<file path="config.mk">
export PLATFORM = sky130hd
export DESIGN_NAME = tt_sel_ctrl
export DESIGN_NICKNAME = d
export VERILOG_FILES = /design/src/rtl/tt_sel_ctrl.sv
export SDC_FILE = /design/constraint.sdc
export NUM_CORES = 1
export LEC_CHECK = 0
export ABC_CLOCK_PERIOD_IN_PS = 2200
export CAP_MARGIN = 20
export CORE_ASPECT_RATIO = 1.1
export CORE_MARGIN = 1
export CORE_UTILIZATION = 65
export CTS_BUF_LIST = sky130_fd_sc_hd__clkbuf_8
export CTS_CLUSTER_SIZE = 14
export DETAILED_ROUTE_END_ITERATION = 10
export DONT_BUFFER_PORTS = 1
export GPL_ROUTABILITY_DRIVEN = 0
export PLACE_DENSITY = 0.81
export SYNTH_ARGS = -nofsm -noshare
export SYNTH_HDL_FRONTEND = slang
export SYNTH_SLANG_ARGS = --single-unit
</file>
<file path="constraint.sdc">
create_clock -name wb_clk_i -period 2.2 [get_ports wb_clk_i]
set_input_delay 0.55 -clock wb_clk_i [delete_from_list [all_inputs] [get_ports wb_clk_i]]
set_output_delay 0.55 -clock wb_clk_i [all_outputs]
set_load 0.05 [all_outputs]
</file>
<file path="src/rtl/tt_sel_ctrl.sv">
// Wishbone-controlled loader for the tile mux select chain: resets the design,
// shifts the new index MSB-first, latches it, holds reset, then releases it.
module tt_sel_ctrl #(
    parameter int SEL_W    = 10,
    parameter int CLK_DIV  = 4,
    parameter int RST_HOLD = 16
) (
    input  logic             wb_clk_i,
    input  logic             rst_n,
    input  logic             wbs_stb_i,
    input  logic             wbs_cyc_i,
    input  logic             wbs_we_i,
    input  logic [3:0]       wbs_sel_i,
    input  logic [31:0]      wbs_adr_i,
    input  logic [31:0]      wbs_dat_i,
    output logic             wbs_ack_o,
    output logic [31:0]      wbs_dat_o,
    output logic             sc_clk,
    output logic             sc_data,
    output logic             sc_latch,
    output logic             des_rst_n,
    output logic [SEL_W-1:0] si_sel,
    output logic             busy,
    output logic             irq
);
    localparam int DIV_W = $clog2(CLK_DIV + 1);
    localparam int HLD_W = $clog2(RST_HOLD + 1);
    localparam int BIT_W = $clog2(SEL_W + 1);
    localparam logic [DIV_W-1:0] DIV_RLD = DIV_W'(CLK_DIV - 1);
    localparam logic [HLD_W-1:0] HLD_RLD = HLD_W'(RST_HOLD - 1);
    localparam bit NEED_B1 = (SEL_W > 8);

    typedef enum logic [2:0] {S_IDLE, S_ARST, S_SHIFT, S_LATCH, S_HOLD} state_t;

    state_t           r_state;
    logic             r_ack;
    logic [31:0]      r_dat;
    logic [SEL_W-1:0] r_req;
    logic [SEL_W-1:0] r_si_sel;
    logic [DIV_W-1:0] r_divcnt;
    logic [HLD_W-1:0] r_hold;
    logic [BIT_W-1:0] r_bitcnt;
    logic             r_sc_clk;
    logic             r_sc_data;
    logic             r_sc_latch;
    logic             r_des_rst_n;
    logic             r_done;
    logic             r_ovr;
    logic             r_irq_en;

    logic             w_req;
    logic             w_wr;
    logic             w_sel_wr;
    logic             w_busy;
    logic [1:0]       w_adr;
    logic [BIT_W-1:0] w_nbit;
    logic             w_unused;

    // No request is taken while the ack is out, so back-to-back cycles ack every other clock.
    assign w_req    = wbs_stb_i & wbs_cyc_i & ~r_ack;
    assign w_adr    = wbs_adr_i[3:2];
    assign w_wr     = w_req & wbs_we_i & wbs_sel_i[0];
    assign w_sel_wr = w_wr && (w_adr == 2'd0) && (!NEED_B1 || wbs_sel_i[1]);
    assign w_busy   = (r_state != S_IDLE);
    assign w_nbit   = r_bitcnt - 1'b1;
    assign w_unused = ^{wbs_adr_i, wbs_sel_i, wbs_dat_i};

    always_ff @(posedge wb_clk_i or negedge rst_n) begin
        if (!rst_n) begin
            r_state     <= S_IDLE;
            r_ack       <= 1'b0;
            r_dat       <= '0;
            r_req       <= '0;
            r_si_sel    <= '0;
            r_divcnt    <= '0;
            r_hold      <= '0;
            r_bitcnt    <= '0;
            r_sc_clk    <= 1'b0;
            r_sc_data   <= 1'b0;
            r_sc_latch  <= 1'b0;
            r_des_rst_n <= 1'b1;
            r_done      <= 1'b0;
            r_ovr       <= 1'b0;
            r_irq_en    <= 1'b0;
        end else begin
            r_ack <= w_req;
            r_dat <= '0;
            if (w_req && !wbs_we_i) begin
                case (w_adr)
                    2'd0:    r_dat <= 32'(r_si_sel);
                    2'd1:    r_dat <= {29'd0, r_ovr, r_done, w_busy};
                    2'd2:    r_dat <= {31'd0, r_irq_en};
                    default: r_dat <= '0;
                endcase
            end
            if (w_wr && w_adr == 2'd1) begin
                if (wbs_dat_i[1]) r_done <= 1'b0;
                if (wbs_dat_i[2]) r_ovr  <= 1'b0;
            end
            if (w_wr && w_adr == 2'd2) r_irq_en <= wbs_dat_i[0];
            if (w_sel_wr && w_busy) r_ovr <= 1'b1;

            // Sticky sets below follow the W1C above so a same-cycle set wins.
            case (r_state)
                S_IDLE: if (w_sel_wr) begin
                    r_req       <= wbs_dat_i[SEL_W-1:0];
                    r_des_rst_n <= 1'b0;
                    r_state     <= S_ARST;
                end
                S_ARST: begin
                    r_sc_clk  <= 1'b0;
                    r_sc_data <= r_req[SEL_W-1];
                    r_bitcnt  <= BIT_W'(SEL_W - 1);
                    r_divcnt  <= DIV_RLD;
                    r_state   <= S_SHIFT;
                end
                S_SHIFT: begin
                    if (r_divcnt != '0) begin
                        r_divcnt <= r_divcnt - 1'b1;
                    end else begin
                        r_divcnt <= DIV_RLD;
                        if (!r_sc_clk) begin
                            r_sc_clk <= 1'b1;
                        end else begin
                            r_sc_clk <= 1'b0;
                            if (r_bitcnt == '0) begin
                                r_sc_latch <= 1'b1;
                                r_si_sel   <= r_req;
                                r_state    <= S_LATCH;
                            end else begin
                                r_bitcnt  <= w_nbit;
                                r_sc_data <= r_req[w_nbit];
                            end
                        end
                    end
                end
                S_LATCH: begin
                    if (r_divcnt != '0) begin
                        r_divcnt <= r_divcnt - 1'b1;
                    end else begin
                        r_sc_latch <= 1'b0;
                        r_hold     <= HLD_RLD;
                        r_state    <= S_HOLD;
                    end
                end
                S_HOLD: begin
                    if (r_hold != '0) begin
                        r_hold <= r_hold - 1'b1;
                    end else begin
                        r_des_rst_n <= 1'b1;
                        r_done      <= 1'b1;
                        r_state     <= S_IDLE;
                    end
                end
                default: r_state <= S_IDLE;
            endcase
        end
    end

    assign wbs_ack_o = r_ack;
    assign wbs_dat_o = r_dat;
    assign sc_clk    = r_sc_clk;
    assign sc_data   = r_sc_data;
    assign sc_latch  = r_sc_latch;
    assign des_rst_n = r_des_rst_n;
    assign si_sel    = r_si_sel;
    assign busy      = w_busy;
    assign irq       = r_done & r_irq_en;
endmodule
</file>
==> impl_metrics.prom <==
# TYPE chip_impl_metric gauge
chip_impl_info{name="ys.flop_type",value="dfrtp_1"} 1
chip_impl_metric{name="worstSkewPairLatency",unit="ns"} 0.31
chip_impl_metric{name="antenna_cells",unit=""} 0
chip_impl_metric{name="routed_wire_length_per_instance",unit="um"} 15.5
chip_impl_metric{name="worstMarginPinSlew",unit="ns"} 0.517
chip_impl_metric{name="postSynthCellCount",unit=""} 231
chip_impl_metric{name="count_of_unique_library_cells_instantiated_by_yosys",unit=""} 43
chip_impl_metric{name="synth_simple_gate_area_share",unit="%"} 14.6
chip_impl_metric{name="critPathMaxFanout",unit=""} 10
chip_impl_info{name="layout.cells.most_common_list",value="dfrtp_1 (52), conb_1 (22), o21ai_0 (16)"} 1
chip_impl_metric{name="yosys.area_share.adder",unit="%"} 1.92
chip_impl_info{name="worst_setup_path_start_kind",value="flip-flop"} 1
chip_impl_metric{name="achievable-frequency",unit="MHz"} 505
chip_impl_info{name="worstSetupEndpointType",value="primary output"} 1
chip_impl_metric{name="yosys_register_bits",unit=""} 53
chip_impl_metric{name="grt_overflow",unit=""} 0
chip_impl_metric{name="core-area",unit="um2"} 3740
chip_impl_metric{name="grt_start_max_net_pins",unit=""} 53
chip_impl_metric{name="htreeDepth",unit=""} 2
chip_impl_metric{name="timing.final.max_slew_violations",unit=""} 0
chip_impl_metric{name="final.period_utilization",unit="%"} 90.1
chip_impl_metric{name="maximum_count_of_clock_buffers_along_a_single_path",unit=""} 2
chip_impl_metric{name="setup_viol_count_final",unit=""} 0
chip_impl_metric{name="syn-cell-area",unit="um2"} 2600
chip_impl_metric{name="synth_seq_area_share",unit="%"} 51.0
chip_impl_metric{name="fillcell_total",unit=""} 279
chip_impl_metric{name="numCtsBuffers",unit=""} 5
chip_impl_info{name="dominant_combinational_cell_family_by_area_after_synthesis",value="simple AND/OR/NAND/NOR gates"} 1
chip_impl_metric{name="max_slew_margin",unit="%"} 65.5
chip_impl_metric{name="avgViaCountPerCell",unit=""} 5.47
chip_impl_metric{name="drt-pass1-iter-count",unit=""} 4
chip_impl_info{name="clockRootBuffer",value="clkbuf_8"} 1
chip_impl_metric{name="die_area",unit="um2"} 4270
chip_impl_metric{name="fin_setup_tns",unit="ns"} 0
chip_impl_metric{name="drv_cap",unit=""} 0
chip_impl_metric{name="period_needed",unit="ns"} 1.98
chip_impl_metric{name="synth.area.mux_share",unit="%"} 14.4
chip_impl_metric{name="post_cts_resized",unit=""} 0
chip_impl_info{name="top_cells_by_area_synth",value="dfrtp_1 (50%), buf_4 (6.6%), mux2_2 (6.5%), mux2_4 (4.6%), o21ai_0 (3.1%)"} 1
chip_impl_metric{name="grt_pass1_wl",unit="um"} 7130
chip_impl_info{name="yosysTopAreaCell",value="dfrtp_1"} 1
chip_impl_metric{name="finClkSkew",unit="ns"} 0.00561
chip_impl_metric{name="cts.sinks",unit=""} 53
chip_impl_metric{name="start_util",unit="%"} 69.6
chip_impl_metric{name="grt.total_usage",unit="%"} 22.5
chip_impl_metric{name="placement.io_buffers",unit=""} 0
chip_impl_metric{name="synth_async_sr_flop_share",unit="%"} 100
chip_impl_info{name="rsz_0062_raised_after_global_routing",value="no"} 1
chip_impl_metric{name="proportion_of_netlist_area_held_by_the_largest_area_contributor",unit="%"} 50.0
chip_impl_metric{name="grt_antenna_before_repair",unit=""} 0
chip_impl_metric{name="cts_post_setup_buffers_inserted",unit=""} 0
chip_impl_metric{name="cellPowerDensity",unit="nW/um2"} 625
chip_impl_metric{name="pin_count",unit=""} 122
chip_impl_metric{name="route.final.wire_length",unit="um"} 4510
chip_impl_metric{name="hold_viol_final",unit=""} 0
chip_impl_info{name="hold_path.class",value="in2async"} 1
chip_impl_metric{name="initial_drc_count",unit=""} 61
chip_impl_metric{name="row_count",unit=""} 23
chip_impl_metric{name="dieHeight",unit="um"} 68.4
chip_impl_metric{name="post_synth_xor_area_fraction",unit="%"} 0.672
chip_impl_info{name="run_status",value="finished clean"} 1
chip_impl_metric{name="drc_errors",unit=""} 0
chip_impl_metric{name="fp.dieW",unit="um"} 62.4
chip_impl_metric{name="final_core_util",unit="%"} 72.4
chip_impl_metric{name="vias_in_the_first_global_route",unit=""} 1419
chip_impl_metric{name="drt.antenna.violating_nets",unit=""} 0
chip_impl_metric{name="synth_compound_gate_area_share",unit="%"} 7.64
chip_impl_metric{name="worstPathArrival",unit="ns"} 1.43
chip_impl_info{name="cts_tree",value="built"} 1
chip_impl_metric{name="dpl.hpwl",unit="um"} 3160
chip_impl_metric{name="layout-area-overhead-vs-synth",unit="%"} 3.94
chip_impl_metric{name="synth.avg_cell_area",unit="um2"} 11.3
chip_impl_metric{name="static-leakage-power",unit="nW"} 1.41
chip_impl_info{name="layout_commonest_cell",value="dfrtp_1"} 1
chip_impl_metric{name="synth_edf_count",unit=""} 0
chip_impl_metric{name="power.ir.vdd_worst",unit="V"} 0.000403
chip_impl_metric{name="final_layout_size_suffix_gt1_share",unit="%"} 21.3
chip_impl_metric{name="fin_nets",unit=""} 316
chip_impl_metric{name="clk_transition_reported_paths",unit="ns"} 0.09
chip_impl_info{name="setup.worst_path.class",value="reg2out"} 1
chip_impl_metric{name="ys.warnings.count",unit=""} 0
chip_impl_metric{name="critical_path_required",unit="ns"} 1.65
chip_impl_metric{name="num_vias",unit=""} 1586
-- sequential cells by signal (all words and copies together) (netlist names) --
| register | count |
|---|---|
| sc_data | 1 |
| r_ovr | 1 |
| r_divcnt | 3 |
| r_bitcnt | 4 |
| si_sel | 10 |
| r_done | 1 |
| r_irq_en | 1 |
| r_req | 10 |
| wbs_dat_o | 10 |
| wbs_ack_o | 1 |
| des_rst_n | 1 |
| r_hold | 5 |
| sc_latch | 1 |
| r_state | 3 |
| sc_clk | 1 |
-- critical path, stage by stage (launching register included) --
cell and delay, ns:
dfrtp_1 0.50, or3_4 0.42, buf_4 0.21
-- through the flow --
step                hold slack, ns  power (W)  std cells  area, um2  setup WS [ns]
floorplan                    0.254    0.00116        252       2680          0.321
global placement             0.256    0.00113        281       2590          0.250
detailed placement           0.255    0.00113        281       2590          0.244
CTS                         0.0663    0.00170        290       2710          0.206
global route                0.0587    0.00175        290       2710          0.105
finish                      0.0763    0.00169        290       2710          0.219
-- path summary, 6_finish.rpt --
check	slack, ns	from	cells after the start	end
setup / recovery	0.22	r_state[0]	2	busy
hold / removal	0.08	rst_n	0	des_rst_n
setup reg to reg	0.22	r_bitcnt[0]	6	si_sel[7]
hold reg to reg	0.51	r_hold[0]	1	r_hold[0]
max in group asynchronous	1.90	rst_n	1	r_hold[3]
min in group wb_clk_i	0.30	wbs_we_i	1	wbs_dat_o[0]
-- synth_stat cells, types with 2 or more instances --
master,n
buf_2,2
nor4b_1,2
mux4_2,2
nor3_1,6
mux2_4,8
nor2_1,14
nand2b_1,2
mux2i_1,4
a22oi_1,2
a31oi_1,3
nand2_1,13
and2_1,8
xnor2_1,2
o21ai_0,16
dfrtp_1,52
buf_6,2
ha_1,4
inv_1,12
mux2_2,15
a21oi_1,10
nand3_1,4
nor2_2,2
and3_1,4
buf_4,23
-- layout make-up --
class	instances	area, um2	area share [%]
multi-input cells	159	1100	40.7
well taps	50	62.6	2.31
inverters	12	45.0	1.66
clock inverters	3	21.3	0.786
clock buffers	5	68.8	2.54
flip-flops and latches	53	1330	49.0
repair buffers	8	80.1	2.96
-- cells by family (layout without fill, tap and decap cells) --
| kind of cell | after synthesis | count (layout) |
|---|---|---|
| AO/OA/AOI/OAI | 35 | 35 |
| XOR/XNOR | 2 | 2 |
| adder cells (fa/ha/maj) | 4 | 4 |
| flip-flops | 53 | 53 |
| AND/OR/NAND/NOR | 67 | 67 |
| buffers and inverters | 40 | 28 |
| multiplexers | 29 | 29 |
| other | 1 | 22 |
-- routing by layer --
layer | track usage, % | part of all wire, % | vias up | wire, um
met4 | 9.01 | 1.3 | 0 | 58
met1 | 28.8 | 43 | 770 | 1940
met5 | 0 | 0 | - | 0
li1 | - | - | 766 | -
met2 | 37.4 | 51 | 43 | 2300
met3 | 5.83 | 4.7 | 7 | 211
-- power breakdown --
group | internal (W) | switching [W] | leakage, nW
combinational | 0.0000194 | 0.000127 | 0.665
clock | 0.000226 | 0.000327 | 0.0445
sequential | 0.000983 | 0.00000921 | 0.701
total | 0.00123 | 0.000463 | 1.41
-- timing repair --
item,in CTS,in global routing
endpoints found under the setup margin,0,0
endpoints found under the hold margin,52,0
hold buffers,1,0
No activity file was read; power rests on OpenSTA's default activity.
